File: config.mk
export PLATFORM = sky130hd
export DESIGN_NAME = cg_rvarch_svxx_ptw
export DESIGN_NICKNAME = d
export VERILOG_FILES = /design/src/rtl/cg_rvarch_ptw_pkg.sv /design/src/rtl/cg_rvarch_pte_check.sv /design/src/rtl/cg_rvarch_svxx_ptw.sv
export SDC_FILE = /design/constraint.sdc
export NUM_CORES = 1
export LEC_CHECK = 0
export CAP_MARGIN = 20
export CORE_MARGIN = 5
export CORE_UTILIZATION = 53
export CTS_CLUSTER_DIAMETER = 40
export CTS_CLUSTER_SIZE = 24
export DETAILED_ROUTE_END_ITERATION = 10
export PLACE_DENSITY = 0.95
export SETUP_SLACK_MARGIN = 0.15
export SLEW_MARGIN = 10
export SYNTH_ARGS = -nofsm -noshare
export SYNTH_HDL_FRONTEND = slang
export SYNTH_SLANG_ARGS = --single-unit
File: constraint.sdc
create_clock -name i_clk -period 6.5 [get_ports i_clk]
set_input_delay 1.3 -clock i_clk [delete_from_list [all_inputs] [get_ports i_clk]]
set_output_delay 1.3 -clock i_clk [all_outputs]
set_load 0.05 [all_outputs]
File: src/rtl/cg_rvarch_ptw_pkg.sv
// rtl/cg_rvarch_ptw_pkg.sv - shared types and constants for the Sv39/Sv48 page-table walker
package cg_rvarch_ptw_pkg;

    typedef enum logic [2:0] {
        S_IDLE  = 3'd0,
        S_REQ   = 3'd1,
        S_WAIT  = 3'd2,
        S_CHECK = 3'd3,
        S_RESP  = 3'd4,
        S_DRAIN = 3'd5
    } state_t;

    typedef enum logic [2:0] {
        FC_NONE       = 3'd0,
        FC_BAD_MODE   = 3'd1,
        FC_NONCANON   = 3'd2,
        FC_INVALID    = 3'd3,
        FC_ACCESS     = 3'd4,
        FC_MISALIGNED = 3'd5,
        FC_DEPTH      = 3'd6
    } fault_cause_t;

    localparam logic [3:0] MODE_BARE = 4'd0;
    localparam logic [3:0] MODE_SV39 = 4'd8;
    localparam logic [3:0] MODE_SV48 = 4'd9;

    // PTE bit positions
    localparam int PTE_V        = 0;
    localparam int PTE_R        = 1;
    localparam int PTE_W        = 2;
    localparam int PTE_X        = 3;
    localparam int PTE_U        = 4;
    localparam int PTE_G        = 5;
    localparam int PTE_A        = 6;
    localparam int PTE_D        = 7;
    localparam int PTE_PPN_LSB  = 10;
    localparam int PTE_PPN_MSB  = 53;
    localparam int PTE_RSVD_LSB = 54;

    localparam int PPN_WIDTH     = 44;
    localparam int SATP_MODE_LSB = 60;
    localparam int PAGE_OFFSET   = 12;
    localparam int VPN_BITS      = 9;

endpackage

File: src/rtl/cg_rvarch_pte_check.sv
// rtl/cg_rvarch_pte_check.sv - combinational PTE classification and fault cause
module cg_rvarch_pte_check
    import cg_rvarch_ptw_pkg::*;
#(
    parameter int DATA_WIDTH = 64
) (
    input  logic [DATA_WIDTH-1:0] pte,
    input  logic [1:0]            level,
    output logic                  leaf,
    output logic                  fault,
    output logic [2:0]            cause
);

    logic [PPN_WIDTH-1:0] ppn;
    logic [PPN_WIDTH-1:0] align_mask;
    logic                 unused_bits;

    assign ppn         = pte[PTE_PPN_MSB:PTE_PPN_LSB];
    assign unused_bits = ^{pte[9:8], pte[PTE_D], pte[PTE_G], pte[PTE_U]};

    // Priority: malformed entry, then leaf checks, then depth exhaustion
    always_comb begin
        align_mask = ~({PPN_WIDTH{1'b1}} << (VPN_BITS * level));
        leaf       = pte[PTE_R] | pte[PTE_X];
        cause      = FC_NONE;
        if (!pte[PTE_V] || (!pte[PTE_R] && pte[PTE_W]) || (|pte[DATA_WIDTH-1:PTE_RSVD_LSB])) begin
            cause = FC_INVALID;
        end else if (leaf) begin
            if (!pte[PTE_A]) begin
                cause = FC_ACCESS;
            end else if ((level != 2'd0) && (|(ppn & align_mask))) begin
                cause = FC_MISALIGNED;
            end
        end else if (level == 2'd0) begin
            cause = FC_DEPTH;
        end
        fault = (cause != FC_NONE);
    end

endmodule

File: src/rtl/cg_rvarch_svxx_ptw.sv
// rtl/cg_rvarch_svxx_ptw.sv - Sv39/Sv48/Bare hardware page-table walker with abort
module cg_rvarch_svxx_ptw
    import cg_rvarch_ptw_pkg::*;
#(
    parameter int VADDR_WIDTH = 48,
    parameter int PADDR_WIDTH = 56,
    parameter int DATA_WIDTH  = 64,
    parameter int ATTR_WIDTH  = 11,
    parameter int MAX_LEVELS  = 4
) (
    input  logic                   i_clk,
    input  logic                   i_rstn,
    input  logic [DATA_WIDTH-1:0]  i_satp,
    input  logic                   i_walk_valid,
    output logic                   o_walk_ready,
    input  logic [VADDR_WIDTH-1:0] i_walk_vaddr,
    input  logic                   i_abort,
    output logic                   o_mem_req_valid,
    input  logic                   i_mem_req_ready,
    output logic [PADDR_WIDTH-1:0] o_mem_req_addr,
    input  logic                   i_mem_rsp_valid,
    input  logic [DATA_WIDTH-1:0]  i_mem_rsp_data,
    output logic                   o_ptw_valid,
    input  logic                   i_ptw_ready,
    output logic [PADDR_WIDTH-1:0] o_ptw_paddr,
    output logic [ATTR_WIDTH-1:0]  o_ptw_pte_attr,
    output logic [1:0]             o_ptw_level,
    output logic                   o_ptw_fault,
    output logic [2:0]             o_ptw_fault_cause
);

    state_t                 state;
    logic [VADDR_WIDTH-1:0] vaddr_q;
    logic [DATA_WIDTH-1:0]  pte_q;
    logic [1:0]             level_q;

    logic [3:0]             req_mode;
    logic [PPN_WIDTH-1:0]   satp_ppn;
    logic                   mode_ok;
    logic [1:0]             start_level;
    logic                   start_canonical;
    logic                   chk_leaf;
    logic                   chk_fault;
    logic [2:0]             chk_cause;
    logic [PPN_WIDTH-1:0]   pte_ppn;
    logic [ATTR_WIDTH-1:0]  pte_attr;
    logic                   unused_satp;

    assign req_mode    = i_satp[SATP_MODE_LSB +: 4];
    assign satp_ppn    = i_satp[PPN_WIDTH-1:0];
    assign unused_satp = ^i_satp[SATP_MODE_LSB-1:PPN_WIDTH];
    assign pte_ppn     = pte_q[PTE_PPN_MSB:PTE_PPN_LSB];
    assign pte_attr    = {pte_q[DATA_WIDTH-1 -: 3], pte_q[PTE_D:PTE_V]};

    // Upper bits must replicate bit va_bits-1
    function automatic logic is_canonical(input logic [VADDR_WIDTH-1:0] va, input int va_bits);
        logic [VADDR_WIDTH-1:0] hi;
        logic [VADDR_WIDTH-1:0] ones;
        hi   = va >> (va_bits - 1);
        ones = {VADDR_WIDTH{1'b1}} >> (va_bits - 1);
        return (hi == '0) || (hi == ones);
    endfunction

    function automatic logic [PADDR_WIDTH-1:0] pte_addr(input logic [PPN_WIDTH-1:0] ppn,
                                                         input logic [VADDR_WIDTH-1:0] va,
                                                         input logic [1:0] lvl);
        logic [VPN_BITS-1:0] vpn;
        vpn = va[PAGE_OFFSET + VPN_BITS * lvl +: VPN_BITS];
        return PADDR_WIDTH'({ppn, vpn, 3'b000});
    endfunction

    // Superpages keep the low 12 + 9*level bits from the virtual address
    function automatic logic [PADDR_WIDTH-1:0] leaf_paddr(input logic [PPN_WIDTH-1:0] ppn,
                                                           input logic [VADDR_WIDTH-1:0] va,
                                                           input logic [1:0] lvl);
        logic [PADDR_WIDTH-1:0] base;
        logic [PADDR_WIDTH-1:0] off;
        logic [PADDR_WIDTH-1:0] mask;
        base = PADDR_WIDTH'({ppn, 12'h000});
        off  = PADDR_WIDTH'(va);
        mask = ~({PADDR_WIDTH{1'b1}} << (PAGE_OFFSET + VPN_BITS * lvl));
        return (base & ~mask) | (off & mask);
    endfunction

    // Decode the requested mode and its starting level at accept time
    always_comb begin
        mode_ok         = 1'b0;
        start_level     = 2'd2;
        start_canonical = 1'b0;
        if (req_mode == MODE_SV39) begin
            mode_ok         = 1'b1;
            start_level     = 2'd2;
            start_canonical = is_canonical(i_walk_vaddr, 39);
        end else if ((req_mode == MODE_SV48) && (MAX_LEVELS == 4)) begin
            mode_ok         = 1'b1;
            start_level     = 2'd3;
            start_canonical = is_canonical(i_walk_vaddr, 48);
        end
    end

    cg_rvarch_pte_check #(
        .DATA_WIDTH (DATA_WIDTH)
    ) u_pte_check (
        .pte   (pte_q),
        .level (level_q),
        .leaf  (chk_leaf),
        .fault (chk_fault),
        .cause (chk_cause)
    );

    // Walk sequencer with registered outputs
    always_ff @(posedge i_clk or negedge i_rstn) begin
        if (!i_rstn) begin
            state             <= S_IDLE;
            vaddr_q           <= '0;
            pte_q             <= '0;
            level_q           <= '0;
            o_walk_ready      <= 1'b1;
            o_mem_req_valid   <= 1'b0;
            o_mem_req_addr    <= '0;
            o_ptw_valid       <= 1'b0;
            o_ptw_paddr       <= '0;
            o_ptw_pte_attr    <= '0;
            o_ptw_level       <= '0;
            o_ptw_fault       <= 1'b0;
            o_ptw_fault_cause <= '0;
        end else begin
            unique case (state)
                S_IDLE: begin
                    if (i_walk_valid) begin
                        vaddr_q        <= i_walk_vaddr;
                        o_walk_ready   <= 1'b0;
                        o_ptw_pte_attr <= '0;
                        o_ptw_paddr    <= '0;
                        if (req_mode == MODE_BARE) begin
                            state             <= S_RESP;
                            o_ptw_valid       <= 1'b1;
                            o_ptw_paddr       <= PADDR_WIDTH'(i_walk_vaddr);
                            o_ptw_level       <= 2'd0;
                            o_ptw_fault       <= 1'b0;
                            o_ptw_fault_cause <= FC_NONE;
                        end else if (!mode_ok) begin
                            state             <= S_RESP;
                            o_ptw_valid       <= 1'b1;
                            o_ptw_level       <= 2'd0;
                            o_ptw_fault       <= 1'b1;
                            o_ptw_fault_cause <= FC_BAD_MODE;
                        end else if (!start_canonical) begin
                            state             <= S_RESP;
                            o_ptw_valid       <= 1'b1;
                            o_ptw_level       <= start_level;
                            o_ptw_fault       <= 1'b1;
                            o_ptw_fault_cause <= FC_NONCANON;
                        end else begin
                            state           <= S_REQ;
                            level_q         <= start_level;
                            o_mem_req_valid <= 1'b1;
                            o_mem_req_addr  <= pte_addr(satp_ppn, i_walk_vaddr, start_level);
                        end
                    end
                end
                S_REQ: begin
                    if (i_abort) begin
                        o_mem_req_valid <= 1'b0;
                        if (i_mem_req_ready) begin
                            state <= S_DRAIN;
                        end else begin
                            state        <= S_IDLE;
                            o_walk_ready <= 1'b1;
                        end
                    end else if (i_mem_req_ready) begin
                        o_mem_req_valid <= 1'b0;
                        state           <= S_WAIT;
                    end
                end
                S_WAIT: begin
                    if (i_abort) begin
                        if (i_mem_rsp_valid) begin
                            state        <= S_IDLE;
                            o_walk_ready <= 1'b1;
                        end else begin
                            state <= S_DRAIN;
                        end
                    end else if (i_mem_rsp_valid) begin
                        pte_q <= i_mem_rsp_data;
                        state <= S_CHECK;
                    end
                end
                S_CHECK: begin
                    if (i_abort) begin
                        state        <= S_IDLE;
                        o_walk_ready <= 1'b1;
                    end else if (chk_fault) begin
                        state             <= S_RESP;
                        o_ptw_valid       <= 1'b1;
                        o_ptw_paddr       <= '0;
                        o_ptw_pte_attr    <= pte_attr;
                        o_ptw_level       <= level_q;
                        o_ptw_fault       <= 1'b1;
                        o_ptw_fault_cause <= chk_cause;
                    end else if (chk_leaf) begin
                        state             <= S_RESP;
                        o_ptw_valid       <= 1'b1;
                        o_ptw_paddr       <= leaf_paddr(pte_ppn, vaddr_q, level_q);
                        o_ptw_pte_attr    <= pte_attr;
                        o_ptw_level       <= level_q;
                        o_ptw_fault       <= 1'b0;
                        o_ptw_fault_cause <= FC_NONE;
                    end else begin
                        state           <= S_REQ;
                        level_q         <= level_q - 2'd1;
                        o_mem_req_valid <= 1'b1;
                        o_mem_req_addr  <= pte_addr(pte_ppn, vaddr_q, level_q - 2'd1);
                    end
                end
                S_RESP: begin
                    if (i_ptw_ready) begin
                        o_ptw_valid  <= 1'b0;
                        o_walk_ready <= 1'b1;
                        state        <= S_IDLE;
                    end
                end
                S_DRAIN: begin
                    if (i_mem_rsp_valid) begin
                        o_walk_ready <= 1'b1;
                        state        <= S_IDLE;
                    end
                end
                default: begin
                    state        <= S_IDLE;
                    o_walk_ready <= 1'b1;
                end
            endcase
        end
    end

endmodule

==> metrics.cfg <==
[detailed_routing]
post_drt_wl_per_cell_um = 23.0
finalWirelength_mm = 40.0
first_pass_iters = 6
ant_nets = 0
drtIter0Drc = 1029
vias_per_cell = 6.22
num_vias = 10800
post-route-drc-count = 0

[global_route]
antenna_found_initial = 0
grt_pass1_wl_mm = 62.6
grt_overflow = 0
grt_pass1_vias = 11200
grt_use_total = 0.304
grt_max_degree = 147

[placement]
place_hpwl_mm = 26.0
gp_congestion = 0.867
io_buffers = 293

[worst_setup_path]
path_max_fanout = 56
start_kind = input pin
worstSetupPathType = in2reg
end_kind = register
crit_chain = clkdlybuf4s50_1 > nor4_1 > nand3_1 > a211oi_1 > o21a_4 > mux2_2
cpPeakStageDelay_ns = 0.82
critPathArrivalTime_ns = 4.20
slowest_stage = o21a_4
crit_family = compound AO/OA/AOI/OAI gates
critPathBufInv = 1
cp.required_ns = 6.88

[die]
fp.dieH_um = 159
rows = 54
die_area_um2 = 25300
io-pin-count = 315
initial_core_util = 0.538
core_um2 = 21900
die_w_um = 159

[yosys]
synth_cell_types = 60
synthCells = 1178
synth.area.top_cells = dfrtp_1 52%, mux2_2 14%, nand2_1 12%
yosysTopAreaCell = dfrtp_1
synth.avg_cell_area_um2 = 10.0
synth_edf_count = 0
ys_seq_elements = 244
yosysTopAreaCellShare = 0.516
synth_warnings = 0
synth-main-ff-cell = dfrtp_1
async_flop_share = 1.00
syn-cell-area_um2 = 11800
ys_seq_area_frac = 0.518

[pwr]
finalPower_mw = 7.93
leakage_nw = 7.26
irDropWorstVdd_uv = 355
power_density_nw_per_um2 = 494

[cells_and_area]
seqCellArea_um2 = 6110
fillers = 1412
area_growth_pct = 36.2
multi_input_area_um2 = 5320
layout-drive-gt1-share = 0.168
antenna_cells = 0
final_core_util = 0.733
final_cell_mix = 364 x nand2_1, 292 x clkdlybuf4s50_1, 243 x dfrtp_1
final_common_cell = nand2_1
nets = 1622

[sta]
rsz0062_at_grt = no
hold_viol_final = 0
fin_tns_setup_ns = 0
fmax_mhz = 261
fin_skew_ns = 0.0243
finalCritPeriodShare = 0.589
drv_slew = 0
period_minus_slack_ns = 3.83
worstMarginPinSlew_ns = 0.951
setup_viol = 0
worst_slew_margin_rel = 0.366

[clock_tree]
cts_tree = done
clockBufferDepth = 3
cts_made_buffers = 36
clkTransAtPathRegs_ns = 0.05
worstSkewPairLatency_ns = 0.51
htree_num_levels = 2
post_cts_resized = 0
post_cts_buffers = 0
ctsHoldBuffers = 0
clockRootBuffer = clkbuf_16
cts_sinks = 244

[flow_run]
maxCapViolations = 0

[worst_hold_path]
min-delay-path-class = reg2reg

[status]
status = finished, final reports clean

==> power by group <==
part	total (mW)	leakage, nW	internal, mW	switching (mW)
Clock	1.92	0.566	1.20	0.722
Sequential	2.54	3.14	2.08	0.457
Combinational	3.47	3.56	1.26	2.21
==> worst reg2reg max path: cells and delay by family, from the launching register on <==
kind | cells | cell delay (ns)
compound gates | 2 | 1.21
fa+ha+maj | 1 | 0.47
buf+inv | 2 | 0.46
flops | 1 | 0.32
mux | 1 | 0.44
simple gates | 1 | 0.63
==> final timing paths <==
| path | to | slack, ns | from | depth (start not counted) |
|---|---|---|---|---|
| worst max-delay path | o_mem_req_addr[42] | 2.67 | i_walk_vaddr[42] | 6 |
| worst min-delay path | o_ptw_pte_attr[7] | 0.47 | pte_q[7] | 2 |
| min in group asynchronous | pte_q[55] | 0.78 | i_rstn | 1 |
| worst max register to register | o_mem_req_addr[42] | 2.83 | level_q[0] | 7 |
| max in group asynchronous | pte_q[22] | 4.44 | i_rstn | 2 |
| worst min register to register | o_ptw_pte_attr[7] | 0.47 | pte_q[7] | 2 |
==> cell usage after synthesis, types with 9 or more instances <==
cell	instances
o21ai_0	21
nor3_1	49
nor2_1	15
clkbuf_1	61
nand2_1	367
buf_4	13
a31oi_1	49
nand4_1	49
mux2_2	150
a21oi_1	9
mux4_2	9
mux2i_1	10
buf_1	10
nand3_1	15
dfrtp_1	243
==> cell type report <==
type | count | share of cell area
tap | 280 | 0.0218
timing repair buffer | 306 | 0.191
clock buffer | 46 | 0.0610
inverter | 6 | 0.00140
multi-input combinational | 838 | 0.331
sequential | 244 | 0.380
clock inverter | 17 | 0.0126
==> layer usage <==
| metal | track usage | vias up | part of all wire |
|---|---|---|---|
| li1 | - | 4631 | - |
| met1 | 0.376 | 5315 | 0.37 |
| met2 | 0.506 | 705 | 0.49 |
| met3 | 0.0761 | 153 | 0.095 |
| met4 | 0.135 | 0 | 0.051 |
| met5 | 0 | - | 0 |
==> flip-flops by register name, indices dropped and copies added (netlist names) <==
| register | count |
|---|---|
| o_ptw_fault | 1 |
| o_walk_ready | 1 |
| level_q | 2 |
| state | 3 |
| o_ptw_level | 2 |
| o_mem_req_valid | 1 |
| o_ptw_valid | 1 |
| o_ptw_fault_cause | 3 |
| vaddr_q | 48 |
| o_ptw_paddr | 56 |
| o_mem_req_addr | 53 |
| o_ptw_pte_attr | 11 |
| pte_q | 62 |
==> kinds of logic (layout without fill, tap and decap cells) <==
| group | count (synthesis) | in the layout | synth area share |
|---|---|---|---|
| AND/OR/NAND/NOR | 533 | 533 | 0.197 |
| multiplexers | 169 | 169 | 0.169 |
| buffers and inverters | 98 | 375 | 0.0367 |
| flip-flops | 244 | 244 | 0.518 |
| AO/OA/AOI/OAI | 126 | 126 | 0.0709 |
| adder cells (fa/ha/maj) | 7 | 7 | 0.00743 |
| other | 1 | 3 | 0.000318 |
==> through the flow <==
| step | worst slack [ns] | instances | instance area [um^2] | hold slack, ns |
|---|---|---|---|---|
| finish | 2.67 | 1737 | 16100 | 0.474 |
| global route | 2.59 | 1737 | 16100 | 0.491 |
| CTS | 2.72 | 1735 | 16000 | 0.474 |
| detailed placement | 2.25 | 1672 | 14800 | 0.456 |
| global placement | 2.31 | 1672 | 14800 | 0.443 |
| floorplan | 3.33 | 1180 | 11800 | 0.433 |
No activity file was read; power rests on OpenSTA's default activity.
